[config.mk]
export PLATFORM = sky130hd
export DESIGN_NAME = rgb2hsv_pipe_flat
export DESIGN_NICKNAME = d
export VERILOG_FILES = /design/src/rtl/rgb2hsv_pkg.sv /design/src/rtl/rgb2hsv_if.sv /design/src/rtl/div_pipe.sv /design/src/rtl/rgb2hsv_pipe.sv /design/src/flat_wrapper.sv
export SDC_FILE = /design/constraint.sdc
export NUM_CORES = 1
export LEC_CHECK = 0
export ABC_AREA = 1
export CELL_PAD_IN_SITES_DETAIL_PLACEMENT = 1
export CELL_PAD_IN_SITES_GLOBAL_PLACEMENT = 1
export CORE_MARGIN = 2
export CORE_UTILIZATION = 49
export DETAILED_ROUTE_END_ITERATION = 16
export HOLD_SLACK_MARGIN = 0.1
export PLACE_DENSITY_LB_ADDON = 0.05
export SYNTH_ARGS = -nofsm -noshare
export SYNTH_HDL_FRONTEND = slang
export SYNTH_SLANG_ARGS = --single-unit
[constraint.sdc]
create_clock -name pclk -period 5.5 [get_ports pclk]
set_input_delay 1.1 -clock pclk [delete_from_list [all_inputs] [get_ports pclk]]
set_output_delay 1.1 -clock pclk [all_outputs]
set_load 0.02 [all_outputs]
[src/rtl/rgb2hsv_pkg.sv]
// Shared constants, latency helper and per-stage sideband payload for the RGB->HSV pipeline.
package rgb2hsv_pkg;
  localparam int HUE_OFF_R = 0;
  localparam int HUE_OFF_G = 120;
  localparam int HUE_OFF_B = 240;
  localparam int HUE_FULL  = 360;
  localparam int HUE_SCALE = 60;

  // Widest component and sideband the payload struct can carry.
  localparam int DW_MAX = 12;
  localparam int SB_MAX = 8;

  function automatic int lat(input int dw);
    return dw + 3;
  endfunction

  typedef struct packed {
    logic              valid;
    logic [SB_MAX-1:0] sb;
    logic [8:0]        off;
    logic              neg;
    logic [DW_MAX-1:0] max;
  } hsv_side_t;
endpackage

[src/rtl/rgb2hsv_if.sv]
// Pixel stream bundle: stall enable, qualified RGB input with sideband, HSV result.
interface rgb2hsv_if #(
  parameter int DW  = 8,
  parameter int SBW = 2
);
  logic            en;
  logic            in_valid;
  logic [3*DW-1:0] in_rgb;
  logic [SBW-1:0]  in_sb;
  logic            out_valid;
  logic [8:0]      out_h;
  logic [DW-1:0]   out_s;
  logic [DW-1:0]   out_v;
  logic [SBW-1:0]  out_sb;

  modport master (
    output en, in_valid, in_rgb, in_sb,
    input  out_valid, out_h, out_s, out_v, out_sb
  );

  modport slave (
    input  en, in_valid, in_rgb, in_sb,
    output out_valid, out_h, out_s, out_v, out_sb
  );
endinterface

[src/rtl/div_pipe.sv]
// Pipelined restoring divider: one quotient bit per stage, MSB first, QW stages of latency.
module div_pipe #(
  parameter int NUMW = 14,
  parameter int DENW = 8,
  parameter int QW   = 8
) (
  input  logic            pclk,
  input  logic            rst_n,
  input  logic            en,
  input  logic [NUMW-1:0] num,
  input  logic [DENW-1:0] den,
  output logic [QW-1:0]   quo
);
  // Wide enough for the dividend and for the divisor shifted by the top quotient bit.
  localparam int W = (NUMW > DENW + QW) ? NUMW : DENW + QW;

  for (genvar j = 0; j < QW; j++) begin : g_st
    logic [W-1:0]    rem_q, rem_in, trial;
    logic [DENW-1:0] den_q, den_in;
    logic [QW-1:0]   quo_q, quo_in;

    if (j == 0) begin : g_first
      assign rem_in = W'(num);
      assign den_in = den;
      assign quo_in = '0;
    end else begin : g_next
      assign rem_in = g_st[j-1].rem_q;
      assign den_in = g_st[j-1].den_q;
      assign quo_in = g_st[j-1].quo_q;
    end

    assign trial = W'(den_in) << (QW - 1 - j);

    // stage j: resolve quotient bit QW-1-j
    always_ff @(posedge pclk or negedge rst_n) begin
      if (!rst_n) begin
        rem_q <= '0;
        den_q <= '0;
        quo_q <= '0;
      end else if (en) begin
        den_q <= den_in;
        if (rem_in >= trial) begin
          rem_q <= rem_in - trial;
          quo_q <= quo_in | (QW'(1) << (QW - 1 - j));
        end else begin
          rem_q <= rem_in;
          quo_q <= quo_in;
        end
      end
    end
  end

  assign quo = g_st[QW-1].quo_q;

  logic tail_unused;
  assign tail_unused = ^{g_st[QW-1].rem_q, g_st[QW-1].den_q};
endmodule

[src/rtl/rgb2hsv_pipe.sv]
// Fully pipelined RGB->HSV converter, DW+3 enabled cycles of latency, sideband delayed in lock-step.
module rgb2hsv_pipe
  import rgb2hsv_pkg::*;
#(
  parameter int DW       = 8,
  parameter int HUE_MODE = 0,
  parameter int SBW      = 2
) (
  input logic      pclk,
  input logic      rst_n,
  rgb2hsv_if.slave bus
);
  function automatic logic [8:0] hue_out(input logic [8:0] off, input logic neg,
                                         input logic [DW-1:0] q);
    logic signed [9:0] deg;
    deg = neg ? ($signed({1'b0, off}) - $signed(10'(q)))
              : ($signed({1'b0, off}) + $signed(10'(q)));
    if (deg >= 10'sd360) deg = deg - 10'sd360;
    return (HUE_MODE != 0) ? 9'(deg) : 9'(deg >>> 1);
  endfunction

  // stage 0: input register
  logic [3*DW-1:0] rgb_p0;
  logic            vld_p0;
  logic [SBW-1:0]  sb_p0;

  always_ff @(posedge pclk or negedge rst_n) begin
    if (!rst_n) begin
      vld_p0 <= 1'b0;
      sb_p0  <= '0;
    end else if (bus.en) begin
      vld_p0 <= bus.in_valid;
      sb_p0  <= bus.in_sb;
    end
  end

  always_ff @(posedge pclk) begin
    if (bus.en) rgb_p0 <= bus.in_rgb;
  end

  // stage 1: max/min, hue sector and divider operands
  logic [DW-1:0] r, g, b, mx, mn, num, delta;
  logic          neg;
  logic [8:0]    off;

  assign {r, g, b} = rgb_p0;

  always_comb begin
    mx  = r;
    num = '0;
    neg = 1'b0;
    off = 9'(HUE_OFF_R);
    if (r >= g && r >= b) begin
      mx  = r;
      neg = g < b;
      num = neg ? b - g : g - b;
      off = neg ? 9'(HUE_FULL) : 9'(HUE_OFF_R);
    end else if (g >= b) begin
      mx  = g;
      neg = b < r;
      num = neg ? r - b : b - r;
      off = 9'(HUE_OFF_G);
    end else begin
      mx  = b;
      neg = r < g;
      num = neg ? g - r : r - g;
      off = 9'(HUE_OFF_B);
    end
    mn    = (r <= g && r <= b) ? r : ((g <= b) ? g : b);
    delta = mx - mn;
  end

  logic [DW+5:0]   hnum_p1;
  logic [DW-1:0]   hden_p1, sden_p1;
  logic [2*DW-1:0] snum_p1;
  hsv_side_t       side_p1;

  always_ff @(posedge pclk or negedge rst_n) begin
    if (!rst_n) begin
      side_p1.valid <= 1'b0;
      side_p1.sb    <= '0;
    end else if (bus.en) begin
      side_p1 <= '{valid: vld_p0, sb: SB_MAX'(sb_p0), off: off, neg: neg, max: DW_MAX'(mx)};
    end
  end

  // Gray and black force a 0/1 division so neither divider ever sees a zero divisor.
  always_ff @(posedge pclk) begin
    if (bus.en) begin
      if (delta == '0) begin
        hnum_p1 <= '0;
        hden_p1 <= DW'(1);
        snum_p1 <= '0;
        sden_p1 <= DW'(1);
      end else begin
        hnum_p1 <= (DW+6)'(num) * (DW+6)'(HUE_SCALE);
        hden_p1 <= delta;
        snum_p1 <= {delta, {DW{1'b0}}} - (2*DW)'(delta);
        sden_p1 <= mx;
      end
    end
  end

  // stages 2..DW+1: dividers with the payload shifted alongside
  logic [DW-1:0] hue_q, sat_q;
  hsv_side_t     side_pd [DW];

  div_pipe #(.NUMW(DW+6), .DENW(DW), .QW(DW)) u_hue_div (
    .pclk(pclk), .rst_n(rst_n), .en(bus.en), .num(hnum_p1), .den(hden_p1), .quo(hue_q)
  );

  div_pipe #(.NUMW(2*DW), .DENW(DW), .QW(DW)) u_sat_div (
    .pclk(pclk), .rst_n(rst_n), .en(bus.en), .num(snum_p1), .den(sden_p1), .quo(sat_q)
  );

  always_ff @(posedge pclk or negedge rst_n) begin
    if (!rst_n) begin
      for (int i = 0; i < DW; i++) begin
        side_pd[i].valid <= 1'b0;
        side_pd[i].sb    <= '0;
      end
    end else if (bus.en) begin
      side_pd[0] <= side_p1;
      for (int i = 1; i < DW; i++) side_pd[i] <= side_pd[i-1];
    end
  end

  // stage DW+2: hue assembly and output register
  always_ff @(posedge pclk or negedge rst_n) begin
    if (!rst_n) begin
      bus.out_valid <= 1'b0;
      bus.out_h     <= '0;
      bus.out_s     <= '0;
      bus.out_v     <= '0;
      bus.out_sb    <= '0;
    end else if (bus.en) begin
      bus.out_valid <= side_pd[DW-1].valid;
      bus.out_h     <= hue_out(side_pd[DW-1].off, side_pd[DW-1].neg, hue_q);
      bus.out_s     <= sat_q;
      bus.out_v     <= side_pd[DW-1].max[DW-1:0];
      bus.out_sb    <= side_pd[DW-1].sb[SBW-1:0];
    end
  end

  logic side_unused;
  assign side_unused = ^{side_pd[DW-1].sb, side_pd[DW-1].max};
endmodule
[src/flat_wrapper.sv]
// flat-port wrapper written by rule: the top's interface ports become plain ports
module rgb2hsv_pipe_flat import rgb2hsv_pkg::*;
#(
  parameter int DW       = 8,
  parameter int HUE_MODE = 0,
  parameter int SBW      = 2
)
  (pclk, rst_n, bus_en, bus_in_valid, bus_in_rgb, bus_in_sb, bus_out_valid, bus_out_h, bus_out_s, bus_out_v, bus_out_sb);
  rgb2hsv_if #(.DW(DW), .SBW(SBW)) bus_i ();
  input logic pclk;
  input logic rst_n;
  input wire logic [$bits(bus_i.en)-1:0] bus_en;
  input wire logic [$bits(bus_i.in_valid)-1:0] bus_in_valid;
  input wire logic [$bits(bus_i.in_rgb)-1:0] bus_in_rgb;
  input wire logic [$bits(bus_i.in_sb)-1:0] bus_in_sb;
  output wire logic [$bits(bus_i.out_valid)-1:0] bus_out_valid;
  output wire logic [$bits(bus_i.out_h)-1:0] bus_out_h;
  output wire logic [$bits(bus_i.out_s)-1:0] bus_out_s;
  output wire logic [$bits(bus_i.out_v)-1:0] bus_out_v;
  output wire logic [$bits(bus_i.out_sb)-1:0] bus_out_sb;
  assign bus_i.en = bus_en;
  assign bus_i.in_valid = bus_in_valid;
  assign bus_i.in_rgb = bus_in_rgb;
  assign bus_i.in_sb = bus_in_sb;
  assign bus_out_valid = bus_i.out_valid;
  assign bus_out_h = bus_i.out_h;
  assign bus_out_s = bus_i.out_s;
  assign bus_out_v = bus_i.out_v;
  assign bus_out_sb = bus_i.out_sb;
  rgb2hsv_pipe #(.DW(DW), .HUE_MODE(HUE_MODE), .SBW(SBW)) u_core (.pclk(pclk), .rst_n(rst_n), .bus(bus_i));
endmodule
# Word level (Yosys, flattened, before mapping)
# Cells that the tools add are included.
# word_totals
regBits,754
inputBits,30
output_inout_bits,28
# op_classes
n_addsub,25
mul,1
magnitude_cmp,26
n_mux,46
n_reduce_logical,4
# op_table
cell,n
$mux W16,14
$mux W8,12
$sub A8 B8 Y8,7
$ge A16 B10 Y1,2
$ge A16 B11 Y1,2
$ge A16 B12 Y1,2
$ge A16 B13 Y1,2
$ge A16 B14 Y1,2
$ge A16 B8 Y1,2
$ge A16 B9 Y1,2
$sub A16 B10 Y16,2
$sub A16 B11 Y16,2
$sub A16 B12 Y16,2
$sub A16 B13 Y16,2
$sub A16 B14 Y16,2
$sub A16 B9 Y16,2
$ge A8 B8 Y1,3
$le A8 B8 Y1,3
$lt A8 B8 Y1,3
$mux W10,2
$mux W9,2
$ge A16 B15 Y1,1
$sub A14 B15 Y16,1
$sub A16 B15 Y16,1
17 further kinds,27

# Depth between registers and ports, before layout
# logic_depth
depth_word,5
mapped_depth,34
ltp_nobuf,34

# By module
# Synthesis repeated with hierarchy kept, for this count alone.
# hier_totals
hier_cells,4914
hier_area_um2,38921.1
# by_module_without_submodules
mod,instances,cells_each,area_each_um2,seq_area_each_um2
rgb2hsv_pipe,1,1298,13112.6,7277.0
div_pipe (u_core.u_sat_div),1,1825,13023.7,5104.9
div_pipe (u_core.u_hue_div),1,1791,12784.8,5104.9

# Worst setup path before layout
# No wires, ideal clock.
# synth_path
kind,input port to flip-flop
from,in bus_en
to,reg u_core.side_p1[0] (netlist bit) (enable)
setup_ns,0.479
t_arrival_ns,4.713
t_required_ns,5.021
path_slack_ns,0.308
cell_stages,7
path_cell_list,buf_2 buf_2 buf_2 clkbuf_1 clkbuf_1 nand2_1 inv_1
# synth_between
elab_chain_cells,1
# synth_rtl
element,line,source
from (decl),flat_wrapper.sv:12,input wire logic [$bits(bus_i.en)-1:0] bus_en;
$reduce_and A2 Y1 (no source line),--,
to (signal assigned),rgb2hsv_pipe.sv:83,"side_p1 <= '{valid: vld_p0, sb: SB_MAX'(sb_p0), off: off, neg: neg, max: DW_MAX'(mx)};"
to (decl),rgb2hsv_pipe.sv:76,hsv_side_t side_p1;
# Every way passes these cells.
# A chain may end at the register's enable or synchronous reset.

# Worst setup path after layout
# layout_path
from,reg u_core.rgb_p0[0]
to,reg u_core.hnum_p1[13] (data pin)
# layout_between
elab_chain_cells,5
elab_cells_between_ends,23
classes_between,add/sub: 5; mul: 1; order compare: 6; mux: 8; reduce/logical: 3
# layout_rtl
element,line,source
from (decl),rgb2hsv_pipe.sv:23,logic [3*DW-1:0] rgb_p0;
from (signal assigned),rgb2hsv_pipe.sv:38,if (bus.en) rgb_p0 <= bus.in_rgb;
"$sub A8 B8 Y8, or another cell as far along",rgb2hsv_pipe.sv:61,num = neg ? r - b : b - r;
"$mux W8, or another cell as far along",rgb2hsv_pipe.sv:61,
"$mux W8, on equally long branches","rgb2hsv_pipe.sv:58, rgb2hsv_pipe.sv:53, rgb2hsv_pipe.sv:69",
$mux W8 or $sub A8 B8 Y8 (tied branches),"rgb2hsv_pipe.sv:53, rgb2hsv_pipe.sv:70",
$mul A8 B4 Y12 or $logic_not A8 Y1 (tied branches),"rgb2hsv_pipe.sv:96, rgb2hsv_pipe.sv:90",
to (signal assigned),rgb2hsv_pipe.sv:96,hnum_p1 <= (DW+6)'(num) * (DW+6)'(HUE_SCALE);
to (decl),rgb2hsv_pipe.sv:73,logic [DW+5:0] hnum_p1;
# Several ways; a longest one is shown, not always the timed one.

==> impl_summary.md <==
Finish
Compared with the post-synthesis result, the final layout area differs by 12.08%. The total of fill cells in the finished design is 8391. The final layout contains 4328 nets. In the final layout, the share of cells above drive strength 1 is 0.06511.

Leaving out fill and tap cells, the most frequent cells in the layout are 1105 x sky130_fd_sc_hd__nand2_1, 495 x sky130_fd_sc_hd__inv_1, 453 x sky130_fd_sc_hd__dfrtp_1. The final core utilization is 0.5518. Leaving out fill and tap cells, the most frequent cell in the layout is sky130_fd_sc_hd__nand2_1.

Routing
The overall routed net length is 92520 µm. The DRC violation count after routing is 0. The via count is 27070. The count of nets left with antenna violations once routing finished came out at 0. Dividing the detail-routed wire length by the instance count gives 18.26 µm. The count of TritonRoute iterations in the first routing pass is 7. Using the TritonRoute via totals, the vias-per-cell ratio works out to 5.343.

For this block, the initial DRC count from the detailed router was 1201.

Flow run
The max-cap violation count is 0.

Floorplanning
The floorplan step set the die width to 271.3 µm. The floorplan die area is 73610 µm². The height of the die is 271.3 µm.

The total number of placement rows is around 100. The area of the core is 71120 µm². The starting density of the core is 0.4923. During I/O placement, the number of pins put on the boundary was 58.

GRT
Entering global routing, the biggest net connects 151 pins. The global-route congestion overflow total is 0. The via count of the first global-routing pass is 28800. The global-route total usage across every layer is 0.2562. The first-pass GRT wire length is 153000 µm.

The initial antenna violation count was 2.

Worst setup path
At the worst endpoint, the required time is 5.88 ns. The endpoint class of the critical path is a register. Measured in cells, the most critical reg-to-reg path has a length of 28.

In this design, the critical path's most frequently occurring cell is sky130_fd_sc_hd__nand2_1. The endpoint arrival time on the critical path is between 5 and 6 ns. The delay contributed by the slowest stage of the critical path is 0.54 ns. The critical path in this run is classified as register to register.

The slowest stage of the critical path is the sky130_fd_sc_hd__fa_1 cell. The worst setup path is launched from a register. The worst-path maximum fanout is 7.

Synth
A synthesized cell averages about 9 µm². Measured against the total synthesized area, the mux share comes to 0.0006075. The simple-gate share of the synthesized area is 0.1907. The number of unique standard cell types used by synthesis is 61.

Counting flops and latches in the post-synthesis netlist gives 647. Among all flip-flop cells after synthesis, the most frequent one is sky130_fd_sc_hd__dfrtp_1. The Yosys step of the flow raised 0 warnings. The net count after synthesis is around 4300.

The synthesized netlist occupies a cell area of between 30000 and 40000 µm². The post-synthesis share of cell area spent on full adders, half adders and majority gates is 0.09212. Of the total synthesized cell area, the portion taken by XOR and XNOR cells is 0.03806. The number of synthesized flops with an enable pin is 194. The post-synthesis compound-gate area fraction is 0.1181. For this run, asynchronously set or reset flops after synthesis account for 0.7002. The largest family of logic cells by synthesized area is simple AND/OR/NAND/NOR gates. The sequential cell area fraction in the yosys report is 0.4901. The cell count after synthesis is around 4000.

Clocking
The CTS tree is yes. Clock-pin slew was measured on the worst setup and hold paths at 0.06 ns. The total clock buffers created by CTS is 74.

The number of buffers on the longest clock path is 3. The cell at the root of the clock tree is sky130_fd_sc_hd__clkbuf_16. The H-tree generated during clock tree synthesis spans 3 levels. The tree built by TritonCTS fans out to 647 sinks. For this design, the CTS-stage hold fixing added 0 buffers. The clock reaches the later pin of the worst-skew pair after about 0.63 ns.

Place
Buffers placed on the I/O ports in this run total 57. The final HPWL from detailed placement is 67110 µm. Routability-driven placement finished with a final weighted congestion of 0.9455.

Timing
The fmax is about 190 MHz. At the pin with the least slew margin, the transition time is 0.9457 ns. Counting I/O delays and the setup requirement, the final critical path takes roughly 5.2 ns. The worst-case headroom to the max-slew limit is 0.3695. Dividing the final minimum period by the clock period gives 0.9492. Adding up every negative setup slack in the final design gives 0 ns. On the final layout, the worst clock skew is 0.02104 ns. The hold violation count in the final report is 0.

Setup violations remaining at the end of the flow were counted as 0. The final max-slew violation count is 0.

Power and ir drop
Dividing total power by cell area gives a power density of 593.9 nW/µm². For this design the static power due to leakage is 18.54 nW. The maximum vdd ir drop is roughly 0.34 mV.

Min path
The path category of the worst min-delay check is register to register. The number of stages on the worst hold path is 0.

Status
The run finished with clean final reports.
-- area by class of cell --
cell class | count | area (µm²) | share of cell area
antenna | 1 | 2.502 | 0.00006376
sequential | 647 | 17160 | 0.4373
tap | 950 | 1189 | 0.03029
inverter | 514 | 1942 | 0.04948
multi-input combinational | 2712 | 15480 | 0.3945
clock inverter | 31 | 255.2 | 0.006504
timing repair buffer | 111 | 1119 | 0.02850
clock buffer | 101 | 2096 | 0.05340
-- kinds of logic (layout without fill, tap and decap cells) --
kind of cell / count (synthesis) / in the layout
other: 0 / 1
AND/OR/NAND/NOR: 1604 / 1604
AO/OA/AOI/OAI: 718 / 718
XOR/XNOR: 150 / 150
multiplexers: 2 / 2
flip-flops: 647 / 647
buffers and inverters: 633 / 757
adder cells (fa/ha/maj): 238 / 238
-- routing by layer --
layer / GRT usage / routed length [µm]
met5: 0 / 10
met1: 0.3420 / 42410
met2: 0.4350 / 44710
met3: 0.03591 / 2790
met4: 0.07577 / 2601
-- cells in the mapped netlist, types with 9 or more instances --
library cell	instances	area, µm²
sky130_fd_sc_hd__o21bai_1	9	67.56
sky130_fd_sc_hd__a31oi_1	13	81.33
sky130_fd_sc_hd__o221ai_1	46	402.9
sky130_fd_sc_hd__nand2_1	1108	4159
sky130_fd_sc_hd__nand3_2	10	100.1
sky130_fd_sc_hd__o21a_1	11	82.58
sky130_fd_sc_hd__nor4_1	15	93.84
sky130_fd_sc_hd__fa_1	33	660.6
sky130_fd_sc_hd__buf_2	14	70.07
sky130_fd_sc_hd__ha_1	205	2565
sky130_fd_sc_hd__or2_2	11	68.82
sky130_fd_sc_hd__o21ai_0	339	1697
sky130_fd_sc_hd__inv_2	11	41.29
sky130_fd_sc_hd__xnor2_1	38	332.8
sky130_fd_sc_hd__nand3_1	154	770.7
sky130_fd_sc_hd__nand3b_1	12	90.09
sky130_fd_sc_hd__nor2_1	185	694.4
sky130_fd_sc_hd__a21o_1	11	82.58
sky130_fd_sc_hd__nand4_1	34	212.7
sky130_fd_sc_hd__nand2_2	17	106.4
sky130_fd_sc_hd__o211ai_1	34	255.2
sky130_fd_sc_hd__nor3_1	34	170.2
sky130_fd_sc_hd__a21oi_1	186	930.9
sky130_fd_sc_hd__edfxtp_1	194	5826
sky130_fd_sc_hd__dfrtp_1	453	11340
sky130_fd_sc_hd__clkbuf_1	89	334.1
sky130_fd_sc_hd__xor2_1	111	972.2
sky130_fd_sc_hd__inv_1	502	1884
-- state kept, by name, indices dropped and copies added (netlist names), 17 cells and up --
register and cells:
u_core.side_pd 136, u_core.u_sat_div.g_st.rem_q 112, u_core.u_hue_div.g_st.rem_q 99, u_core.u_hue_div.g_st.den_q 56, u_core.u_sat_div.g_st.den_q 56, u_core.u_hue_div.g_st.quo_q 28
u_core.u_sat_div.g_st.quo_q 28, u_core.rgb_p0 24, u_core.side_p1 17
-- stage by stage --
step           hold WS [ns]  std cells  instance area (µm²)  setup slack (ns)  total power [W]
2_1_floorplan        0.4003       3992                35010            0.3075          0.01535
3_3_place_gp         0.4005       4926                36720            0.1188          0.01801
3_5_place_dp         0.4052       4926                36720           0.01218          0.01833
4_1_cts              0.3937       5058                39080           0.06187          0.02335
5_1_grt              0.4033       5066                39240          -0.03671          0.02542
6_report             0.4069       5067                39250            0.2791          0.02331
-- path summary, 6_finish.rpt --
check / to / slack, ns / from
max in group asynchronous: u_core.sb_p0[0]$_DFFE_PN0P_ / 3.64 / rst_n
hold reg to reg: u_core.side_pd[96]$_DFFE_PP_ / 0.41 / u_core.side_pd[127]$_DFFE_PP_
setup / recovery: u_core.hnum_p1[13]$_SDFFCE_PN0P_ / 0.28 / u_core.rgb_p0[0]$_DFFE_PP_
hold / removal: u_core.side_pd[96]$_DFFE_PP_ / 0.41 / u_core.side_pd[127]$_DFFE_PP_
setup reg to reg: u_core.hnum_p1[13]$_SDFFCE_PN0P_ / 0.28 / u_core.rgb_p0[0]$_DFFE_PP_
min in group asynchronous: u_core.bus.out_v[2]$_DFFE_PN0P_ / 0.46 / rst_n
-- report_power, final --
| group | internal (W) | switching [W] | leakage (nW) |
|---|---|---|---|
| Sequential | 0.00646 | 0.00101 | 7.50 |
| Combinational | 0.00427 | 0.00676 | 9.87 |
| Clock | 0.00278 | 0.00203 | 1.17 |
-- repair_timing --
item                                    in CTS  in global routing
resized for setup                            2                 33
gates cloned                                 0                  0
endpoints found under the setup margin       1                 23
setup buffers                                0                  8
pin swaps                                    0                  3
-- worst max-delay path, delay by kind of cell, from the launching register on --
family	cells	cell delay, ns
DFF	1	0.43
buffers and inverters	6	0.49
adders and majority gates	5	1.89
and+or+nand+nor	12	1.45
xor gates and xnor gates	1	0.08
AOI/OAI and AO/OA	4	0.61
(Power assumes the default switching activity.)
